$ cat src/rtl/xheep_fpga_status_ctrl.sv
// xheep_fpga_status_ctrl
//   Board-level status and input conditioning for X-HEEP FPGA wrappers.
//   Synchronises the board reset, conditions slow board inputs, latches the
//   first program exit and drives an LED bank (heartbeat / reset / pass / fail).
//
//   Optional feature macro: XHEEP_STATUS_DEBOUNCE_EN
//     defined     -> per-input debounce counters (DEBOUNCE_CYCLES stable cycles)
//     not defined -> debounced_o is the 2-flop synchronised raw_in_i
//
// Ports:
//   clk_gen        in   system clock
//   rst_n          in   board reset, asynchronous, active-low
//   rst_sync_no    out  synchronised reset for x_heep_system (async assert)
//   raw_in_i       in   [NUM_INPUTS] asynchronous board inputs
//   debounced_o    out  [NUM_INPUTS] conditioned inputs
//   exit_valid_i   in   exit valid (synchronous), rising edge captured
//   exit_value_i   in   [32] exit code
//   clear_i        in   synchronous clear of the latched exit
//   exit_latched_o out  an exit has been captured
//   exit_code_o    out  [32] captured exit code
//   led_o          out  [NUM_LEDS] LED drive (combinational mux of registers)

module xheep_fpga_status_ctrl #(
    parameter int NUM_LEDS        = 4,
    parameter int NUM_INPUTS      = 2,
    parameter int HB_COUNT_WIDTH  = 27,
    parameter int FAIL_BLINK_BIT  = 23,
    parameter int DEBOUNCE_CYCLES = 1000
) (
    input  logic                  clk_gen,
    input  logic                  rst_n,
    output logic                  rst_sync_no,
    input  logic [NUM_INPUTS-1:0] raw_in_i,
    output logic [NUM_INPUTS-1:0] debounced_o,
    input  logic                  exit_valid_i,
    input  logic [31:0]           exit_value_i,
    input  logic                  clear_i,
    output logic                  exit_latched_o,
    output logic [31:0]           exit_code_o,
    output logic [NUM_LEDS-1:0]   led_o
);

    // Elaboration-time parameter sanity checks.
    if (NUM_LEDS < 2) begin : g_chk_leds
        $error("NUM_LEDS must be >= 2");
    end
    if (NUM_INPUTS < 1) begin : g_chk_inputs
        $error("NUM_INPUTS must be >= 1");
    end
    if (HB_COUNT_WIDTH < 2) begin : g_chk_hb
        $error("HB_COUNT_WIDTH must be >= 2");
    end
    if (FAIL_BLINK_BIT >= HB_COUNT_WIDTH) begin : g_chk_blink
        $error("FAIL_BLINK_BIT must be < HB_COUNT_WIDTH");
    end
    if (DEBOUNCE_CYCLES < 1) begin : g_chk_db
        $error("DEBOUNCE_CYCLES must be >= 1");
    end

    // ------------------------------------------------------------------
    // Reset synchroniser: asserts asynchronously, releases on the 2nd edge.
    // ------------------------------------------------------------------
    logic rst_meta_q;

    always_ff @(posedge clk_gen or negedge rst_n) begin
        if (!rst_n) begin
            rst_meta_q  <= 1'b0;
            rst_sync_no <= 1'b0;
        end else begin
            rst_meta_q  <= 1'b1;
            rst_sync_no <= rst_meta_q;
        end
    end

    // ------------------------------------------------------------------
    // Heartbeat counter (free running, wraps).
    // ------------------------------------------------------------------
    logic [HB_COUNT_WIDTH-1:0] hb_cnt_q;

    always_ff @(posedge clk_gen or negedge rst_sync_no) begin
        if (!rst_sync_no) hb_cnt_q <= '0;
        else              hb_cnt_q <= hb_cnt_q + HB_COUNT_WIDTH'(1);
    end

    // ------------------------------------------------------------------
    // Input synchronisers.
    // ------------------------------------------------------------------
    logic [NUM_INPUTS-1:0] in_meta_q;
    logic [NUM_INPUTS-1:0] in_sync_q;

    always_ff @(posedge clk_gen or negedge rst_sync_no) begin
        if (!rst_sync_no) begin
            in_meta_q <= '0;
            in_sync_q <= '0;
        end else begin
            in_meta_q <= raw_in_i;
            in_sync_q <= in_meta_q;
        end
    end

`ifdef XHEEP_STATUS_DEBOUNCE_EN
    // Each channel counts consecutive cycles of disagreement with its output.
    // The toggle happens on the cycle the count would reach DEBOUNCE_CYCLES,
    // so a stable change lands 2 + DEBOUNCE_CYCLES cycles after the pin.
    localparam int CNT_W = $clog2(DEBOUNCE_CYCLES + 1);
    localparam logic [CNT_W-1:0] CNT_LAST = CNT_W'(DEBOUNCE_CYCLES - 1);

    for (genvar i = 0; i < NUM_INPUTS; i++) begin : g_db
        logic [CNT_W-1:0] cnt_q;

        always_ff @(posedge clk_gen or negedge rst_sync_no) begin
            if (!rst_sync_no) begin
                cnt_q          <= '0;
                debounced_o[i] <= 1'b0;
            end else if (in_sync_q[i] == debounced_o[i]) begin
                cnt_q <= '0;
            end else if (cnt_q == CNT_LAST) begin
                cnt_q          <= '0;
                debounced_o[i] <= ~debounced_o[i];
            end else begin
                cnt_q <= cnt_q + CNT_W'(1);
            end
        end
    end
`else
    assign debounced_o = in_sync_q;
`endif

    // ------------------------------------------------------------------
    // Exit FSM: first exit wins, clear_i returns to RUN.
    // ------------------------------------------------------------------
    typedef enum logic [1:0] {
        RUN  = 2'd0,
        PASS = 2'd1,
        FAIL = 2'd2
    } state_e;

    state_e state_q;
    logic   exit_prev_q;
    logic   exit_edge;

    // exit_prev_q resets low, so a level already high at release is an edge.
    assign exit_edge = exit_valid_i & ~exit_prev_q;

    always_ff @(posedge clk_gen or negedge rst_sync_no) begin
        if (!rst_sync_no) begin
            state_q        <= RUN;
            exit_prev_q    <= 1'b0;
            exit_latched_o <= 1'b0;
            exit_code_o    <= '0;
        end else begin
            // Always tracks the input, so an edge coincident with clear_i
            // is consumed rather than deferred.
            exit_prev_q <= exit_valid_i;
            if (clear_i) begin
                state_q        <= RUN;
                exit_latched_o <= 1'b0;
                exit_code_o    <= '0;
            end else begin
                case (state_q)
                    RUN: begin
                        if (exit_edge) begin
                            exit_latched_o <= 1'b1;
                            exit_code_o    <= exit_value_i;
                            state_q        <= (exit_value_i == 32'd0) ? PASS : FAIL;
                        end
                    end
                    default: ;
                endcase
            end
        end
    end

    // ------------------------------------------------------------------
    // LED map.
    // ------------------------------------------------------------------
    logic [NUM_LEDS-1:0] run_led;

    assign run_led[0] = hb_cnt_q[HB_COUNT_WIDTH-1];
    assign run_led[1] = rst_sync_no;

    for (genvar k = 2; k < NUM_LEDS; k++) begin : g_led
        if (k - 2 < NUM_INPUTS) begin : g_in
            assign run_led[k] = debounced_o[k-2];
        end else begin : g_off
            assign run_led[k] = 1'b0;
        end
    end

    always_comb begin
        led_o = run_led;
        case (state_q)
            PASS:    led_o = '1;
            FAIL:    led_o = {NUM_LEDS{hb_cnt_q[FAIL_BLINK_BIT]}};
            default: led_o = run_led;
        endcase
    end

endmodule

$ cat config.mk
export PLATFORM = sky130hd
export DESIGN_NAME = xheep_fpga_status_ctrl
export DESIGN_NICKNAME = d
export VERILOG_FILES = /design/src/rtl/xheep_fpga_status_ctrl.sv
export SDC_FILE = /design/constraint.sdc
export NUM_CORES = 1
export LEC_CHECK = 0
export ABC_AREA = 1
export CAP_MARGIN = 5
export CORE_MARGIN = 5
export CORE_UTILIZATION = 44
export DETAILED_ROUTE_END_ITERATION = 7
export GPL_ROUTABILITY_DRIVEN = 1
export GPL_TIMING_DRIVEN = 1
export PLACE_DENSITY = 0.73
export RECOVER_POWER = 50
export SETUP_SLACK_MARGIN = 0.4
export SYNTH_ARGS = -nofsm -noshare
export SYNTH_HDL_FRONTEND = slang
export SYNTH_SLANG_ARGS = --single-unit
$ cat constraint.sdc
create_clock -name clk_gen -period 2.48 [get_ports clk_gen]
set_clock_uncertainty 0.05 [all_clocks]
set_input_delay 0.496 -clock clk_gen [delete_from_list [all_inputs] [get_ports clk_gen]]
set_output_delay 0.496 -clock clk_gen [all_outputs]
set_load 0.005 [all_outputs]
==> results.md, run 1 <==
- Summing all non-filler instances in the final layout gives an area of 4150 um2.
- Clock tree synthesis selected as its root buffer the cell sky130_fd_sc_hd__clkbuf_8.
- The number of hold buffers added after CTS was 0.
- The post-route minimum period is 2010 ps.
- The cell area after technology mapping is 3070 um2.
- The final number of max-transition violations is 68.
- TritonCTS built the clock tree.
- The chip height is 93.6 um.
- The transition time at the pin with the least slew margin is 1620 ps.
- For this configuration, the core starts out at a cell density of 0.452.
- Summed over all layers, the routed wires come to 6830 um.
- The floorplan die area is 8760 um2.
- STA classifies the critical path endpoint as an output port.
- The worst setup path is launched from a flop.
- The aggregate global-route resource usage is 0.169.
- The synthesis-to-finish area growth is 35.0%.
- The number of core rows is 30.
- The area of the core region is 6790 um2.
- The synthesized netlist contains 22 unique library cells.
- The number of global-route vias before repair is 2557.
- The synthesis-stage register bit count is 69.
- In the final layout, the multi-input gates occupy 1210 um2.
- The maximum fanout encountered on the critical timing path is 4.
- The synthesized netlist cell count is 317.
- The warning count from the yosys run is 0.
- The detailed-router iteration count before antenna repair is 4.
- The final critical-path share of the clock period is 0.812.
- In this run the count of I/O pins placed on the die edge is 78.
- In the final routed layout, each cell accounts on average for 13.5 um.
- The H-tree was split into 3 levels.
- Of the cells placed in the final design, the portion with a size suffix greater than 1 is 0.0980.
- The via count of the routed design is 2448.
- In the routed design, unresolved DRC markers number 0.
- The half-perimeter wire length after placement is 5010 um.
- At the end of the flow, the number of nets in the layout was 445.
- The count of nets left with antenna violations once routing finished came out at 0.
- The final setup violation count is 0.
- Entering global routing, the biggest net connects 68 pins.
- Static timing analysis puts the maximum clock frequency at 0.497 GHz.
- The tree built by TritonCTS fans out to 69 sinks.
- Measured along the x axis, the die boundary spans 93.6 um.
- The checks that failed: capacitance limit, slew limit.
- The flow ran to the end, but the final reports show violations.
- The leftover overflow at the end of global routing is 0.
- The number of buffers inserted by port buffering is 77.
- The number of endpoints with negative hold slack in the final report is 0.
- The synthesized area per cell is 9.69 um2.
- The worst vdd rail ir drop is 305 uV.
- The number of buffers created by CTS is 9.
- The clock insertion delay at the later pin of the skew report is 340 ps.
- The share of synthesized area occupied by flip-flops and latches is 0.562.
- Summed over all cells, the static leakage comes to 0.00190 uW.
- Fill cells in the final layout number 591.
- The max-slew headroom at the worst pin is -0.0786.
- The clock-pin slew of the registers on the worst-case setup and hold paths is 80 ps.
- In this run the power density over the cells is 579 nW/um2.
- In this run the cell area measured after placement is 3940 um2.
- Setup total negative slack on the finished layout was measured at 0 ps.
- The max capacitance violation total is 1.
- Setup repair after global routing could not meet its margin everywhere.
- For the worst setup path, the data required time is 1930 ps.
- The total area of sequential cells is 1730 um2.
- The number of antenna violations at the first check in global routing was 0.
- The classification of the worst setup path is flop to output port.
- The routability congestion estimate from global placement is 0.857.
- The path category of the worst min-delay check is flop to flop.
- The first global-routing pass estimated 11500 um of wire.
- When the netlist entered floorplanning its net count stood at 359.
- Data on the critical path arrives at its endpoint at 1470 ps.
- The number of buffers between clock root and the deepest sink is 2.
- The detailed-route vias per instance is 4.86.
- The iteration-0 DRC count of the detailed router is 80.
- 0 antenna diodes ended up in the layout.
critical path, cell delays in order, from the launching register on:
cell and delay (ps):
sky130_fd_sc_hd__dfrtp_1 410, sky130_fd_sc_hd__buf_4 140, sky130_fd_sc_hd__ha_2 190, sky130_fd_sc_hd__o21ai_4 170
sky130_fd_sc_hd__o21ai_1 90, sky130_fd_sc_hd__buf_2 130
logic make-up (layout without fill, tap and decap cells):
kind of cell    after synthesis  in the layout  synth area share
simple gates                158            158             0.234
compound gates               38             38            0.0985
other cells                   1              1           0.00122
fa+ha+maj                     4              4            0.0163
xor+xnor                     16             16            0.0456
flops                        69             69             0.562
buf+inv                      31            122            0.0428
sequential cells by signal (all words and copies together), names as in the netlist:
name	count
exit_code_o	32
state_q	2
exit_prev_q	1
rst_meta_q	1
in_meta_q	2
rst_sync_no	1
exit_latched_o	1
debounced_o	2
hb_cnt_q	27
routing by layer:
layer / vias up / share of wire / GRT usage
li1: 1198 / - / -
met1: 1154 / 0.42 / 0.196
met2: 81 / 0.44 / 0.254
met3: 15 / 0.12 / 0.0965
met4: 0 / 0.025 / 0.0782
met5: - / 0 / 0
power by group:
part / internal (uW) / total, uW / switching (uW)
Clock: 571 / 1000 / 432
Sequential: 1160 / 1180 / 19.3
Combinational: 132 / 224 / 91.9
Total: 1860 / 2400 / 544
worst paths after layout:
check,cells past startpoint,slack [ps],end,start
max,5,470,led_o[2],state_q[0]
max reg2reg,9,660,state_q[1],state_q[0]
min,0,300,debounced_o[0],in_meta_q[0]
min in group asynchronous,1,330,rst_meta_q,rst_n
min reg2reg,0,300,debounced_o[0],in_meta_q[0]
max in group asynchronous,1,670,hb_cnt_q[25],rst_sync_no
what timing repair did:
action,CTS,global route
pin swaps,2,2
endpoints found under the setup margin,4,4
gates resized for setup,24,4
setup buffers,2,0
final cells by class:
class / count / share of cell area
Clock inverter: 5 / 0.0205
Clock buffer: 11 / 0.0317
Inverter: 25 / 0.0226
Sequential cell: 69 / 0.416
Tap cell: 96 / 0.0290
Timing Repair Buffer: 81 / 0.188
Multi-Input combinational cell: 217 / 0.291
cell usage in the layout (no fill, tap or decap):
master / count
sky130_fd_sc_hd__a22o_1: 30
sky130_fd_sc_hd__and2_1: 1
sky130_fd_sc_hd__buf_2: 4
sky130_fd_sc_hd__buf_4: 2
sky130_fd_sc_hd__buf_6: 1
sky130_fd_sc_hd__bufinv_16: 2
sky130_fd_sc_hd__clkbuf_1: 2
sky130_fd_sc_hd__clkbuf_2: 1
sky130_fd_sc_hd__clkbuf_8: 9
sky130_fd_sc_hd__clkdlybuf4s50_1: 69
sky130_fd_sc_hd__clkinv_4: 2
sky130_fd_sc_hd__clkinvlp_4: 1
sky130_fd_sc_hd__conb_1: 1
sky130_fd_sc_hd__dfrtp_1: 68
sky130_fd_sc_hd__dfrtp_2: 1
sky130_fd_sc_hd__dlygate4sd3_1: 4
sky130_fd_sc_hd__ha_1: 1
sky130_fd_sc_hd__ha_2: 2
sky130_fd_sc_hd__ha_4: 1
sky130_fd_sc_hd__inv_1: 23
sky130_fd_sc_hd__inv_2: 2
sky130_fd_sc_hd__nand2_1: 75
sky130_fd_sc_hd__nand2_2: 2
sky130_fd_sc_hd__nand2_4: 1
sky130_fd_sc_hd__nand3_1: 13
sky130_fd_sc_hd__nand3b_1: 5
sky130_fd_sc_hd__nand4_1: 2
sky130_fd_sc_hd__nor2_1: 51
sky130_fd_sc_hd__nor2_2: 5
sky130_fd_sc_hd__nor2_4: 3
sky130_fd_sc_hd__o21ai_0: 3
sky130_fd_sc_hd__o21ai_1: 4
sky130_fd_sc_hd__o21ai_4: 1
sky130_fd_sc_hd__xnor2_1: 6
sky130_fd_sc_hd__xor2_1: 10
cells in the mapped netlist:
cell type,instances,area [um2]
sky130_fd_sc_hd__nand3_1,12,60.1
sky130_fd_sc_hd__xor2_1,10,87.6
sky130_fd_sc_hd__nor2_2,8,50.1
sky130_fd_sc_hd__o21ai_0,8,40.0
sky130_fd_sc_hd__inv_1,24,90.1
sky130_fd_sc_hd__buf_4,3,22.5
sky130_fd_sc_hd__nand4_1,2,12.5
sky130_fd_sc_hd__dfrtp_1,69,1730
sky130_fd_sc_hd__xnor2_1,6,52.6
sky130_fd_sc_hd__nor2_4,5,56.3
sky130_fd_sc_hd__ha_1,4,50.1
sky130_fd_sc_hd__nor2_1,46,173
sky130_fd_sc_hd__conb_1,1,3.75
sky130_fd_sc_hd__nand2_2,2,12.5
sky130_fd_sc_hd__buf_2,3,15.0
sky130_fd_sc_hd__nand2_4,2,22.5
sky130_fd_sc_hd__nand3_2,1,10.0
sky130_fd_sc_hd__and2_1,1,6.26
sky130_fd_sc_hd__a22o_1,30,263
sky130_fd_sc_hd__nand2_1,74,278
sky130_fd_sc_hd__nand3b_1,5,37.5
sky130_fd_sc_hd__inv_2,1,3.75
stage by stage:
step | util | hold WS (ps) | std cells | power, uW | setup slack, ps
floorplan | - | 150 | 317 | 1270 | 520
global placement | 0.580 | 283 | 486 | 1430 | 403
detailed placement | 0.580 | 286 | 486 | 1430 | 331
CTS | 0.614 | 246 | 504 | 2430 | 447
global route | 0.611 | 317 | 504 | 2500 | 215
finish | 0.611 | 304 | 504 | 2400 | 466
(Power assumes the default switching activity.)
==> run 2: changes to the inputs <==
CORE_UTILIZATION = 45   (was 44)
PLACE_DENSITY = 0.71   (was 0.73)
clock period = 2 ns   (was 2.48 ns; I/O delays follow)
==> results.md, run 2 (synthesized netlist as in run 1, its figures left out) <==
- The flow ran to the end, and the final reports show no timing, DRC or antenna violations.
- The routed length per placed instance is 14.5 um.
- The clock tree root buffer cell is sky130_fd_sc_hd__clkbuf_8.
- The startpoint type of the worst setup path is a flop.
- The chip height is 92.6 um.
- The smallest hold slack is 236 ps.
- Once detailed placement completed, the half-perimeter wirelength came to 4790 um.
- At the worst endpoint, the arrival time is 1440 ps.
- After clock tree synthesis, the flow added hold-fix buffers numbering 0.
- Prior to clock tree synthesis, the placed netlist has a worst setup slack of -31.8 ps.
- The transition time at the pin with the least slew margin is 887 ps.
- In the final layout, the share of cells above drive strength 1 is 0.123.
- In this run the tool buffered the top-level ports with 77 buffer cells.
- In this run the remaining antenna-violating nets after routing total 0.
- Setup repair after global routing could not meet its margin everywhere.
- After the last flow step, the layout net total stands at 452.
- Overall power consumption after layout is estimated at 3030 uW.
- The TritonCTS clock tree is built.
- The critical register-to-register path startpoint is state_q[0].
- The register containing the most flip-flops in the final layout is exit_code_o.
- After detailed routing, the number of vias per cell comes to 4.99.
- The first global-routing pass estimated 11700 um of wire.
- For this run, the top clock speed supported by timing is 0.530 GHz.
- Setup total negative slack on the finished layout was measured at 0 ps.
- The die covers 8580 um2.
- The max-slew headroom at the worst pin is 0.409.
- By startpoint and endpoint, the worst setup path is classified as flop to output port.
- The total length of routed wires is 7200 um.
- The number of diodes is 0.
- The cell with the largest stage delay on the worst path is sky130_fd_sc_hd__dfrtp_1.
- The later pin in the worst-skew pair is clocked with a latency of 340 ps.
- The number of core rows is 30.
- STA classifies the critical path endpoint as an output port.
- In this run, the number of DRC markers left after iteration 0 of detailed routing was 86.
- The final number of max-transition violations came to 0.
- The number of levels in the clock H-tree is 3.
- For this run, the slowest stage of the critical path takes 420 ps.
- The commonest non-fill, non-tap cell in the layout is sky130_fd_sc_hd__nand2_1.
- Dividing total power by cell area gives a power density of 707 nW/um2.
- The number of endpoints with negative hold slack in the final report is 0.
- The number of buffers between clock root and the deepest sink is 2.
- The final critical-path share of the clock period is 0.943.
- The largest registers in the layout are exit_code_o: 32 flops, hb_cnt_q: 27 flops.
- The I/O pin total is 78.
- The post-route minimum period is 1890 ps.
- The max capacitance violation total is 0.
- Traced cell by cell, the critical path runs through ha_2, nand2_1, inv_1, o21ai_4, o21ai_1, buf_2.
- The worst path required time is 1550 ps.
- From synthesis to final layout, the design area changed by 39.4%.
- The largest net degree at the start of global routing is 68.
- The number of clock buffers added by TritonCTS is 9.
- The die outline width is 92.6 um.
- The worst register-to-register path has a setup slack of 230 ps.
- CTS saw 69 sinks.
- The depth of the worst register-to-register path is 8.
- For this run, design rule violations remaining after detail routing come to 0.
- The endpoint of the worst register-to-register path is exit_code_o[1].
- The number of flip-flops under the largest register name is 32.
- The routability congestion estimate from global placement is 0.829.
- The number of antenna violations at the first check in global routing is 0.
- The maximum fanout encountered on the critical timing path is 4.
- After clock tree synthesis, the clock-pin slew on the worst setup and hold paths is 70 ps.
- Leaving out fill and tap cells, the most frequent cells in the layout are 73 x sky130_fd_sc_hd__nand2_1, 68 x sky130_fd_sc_hd__dfrtp_1, 51 x sky130_fd_sc_hd__nor2_1.
- Summed over all layers, the global routing overflow is 0.
- Summed over all cells, the static leakage comes to 0.00212 uW.
- Setup violations remaining at the end of the flow were counted as 0.
- The layout has 542 filler cells.
- For this configuration, the core starts out at a cell density of 0.457.
- The path class of the tightest hold or removal check is primary input to asynchronous set/reset pin.
- The post-route core utilization is 0.637.
- In this run the standard cell core region covers 6720 um2.
- The number of global-route vias before repair was 2565.
- Before antenna repair, the detailed router went through 4 iterations.
- The worst-case IR drop observed on VDD is 359 uV.
- In the global route stage, overall resource usage came out at 0.172.
- The routed layout has 2472 vias.
- The setup slack after layout is 115 ps.
==> run 2: changes by cell type in the layout (fill, tap and decap cells not counted), sizes merged <==
cell           delta
buf               +3
clkdlybuf4s50    -36
inv               -1
clkbuf            +4
clkinvlp          +1
dlygate4sd2      +36
==> run 2: routing by layer <==
layer,share of wire,global-route usage,vias to the layer above
li1,-,-,1219
met1,0.43,0.213,1172
met2,0.47,0.264,67
met3,0.082,0.0788,14
met4,0.017,0.0635,0
met5,0,0,-
==> run 2: what timing repair did <==
action,in CTS,in global routing
gates resized for setup,62,9
gates cloned,0,5
setup endpoints to repair,40,34
pin swaps,1,3
buffers inserted,3,0
==> run 2: metrics by stage <==
stage               std cells  cell area [um2]
CTS                       490             4170
floorplan                 317             3080
finish                    495             4280
global placement          471             3960
global route              495             4280
detailed placement        471             3960
==> run 2: layout make-up <==
cell class,instances,area (um2),share of cell area
Multi-Input combinational cell,217,1230,0.287
Timing Repair Buffer,88,900,0.210
Clock inverter,5,83.8,0.0196
Clock buffer,11,141,0.0330
Tap cell,80,100,0.0234
Sequential cell,69,1730,0.404
Inverter,25,98.8,0.0231
==> run 2: power breakdown <==
part	switching, uW	internal, uW
Clock	531	738
Sequential	22.6	1440
Combinational	131	170
Total	684	2350
==> run 2: worst max path at each step <==
stage	startpoint	to	cells past startpoint
3_3_place_gp	state_q[0]	led_o[3]	7
6_report	state_q[1]	led_o[2]	6
5_1_grt	state_q[0]	led_o[0]	6
3_5_place_dp	state_q[0]	led_o[1]	7
2_1_floorplan	rst_sync_no	led_o[1]	2
4_1_cts	state_q[0]	led_o[2]	7
==> run 2: worst max-delay path, delay by kind of cell (launching register included) <==
| kind | cells | cell delay, ps |
|---|---|---|
| AND/OR/NAND/NOR | 1 | 60 |
| AO/OA/AOI/OAI | 2 | 230 |
| buffers and inverters | 2 | 190 |
| adder cells (fa/ha/maj) | 1 | 190 |
| flip-flops | 1 | 420 |
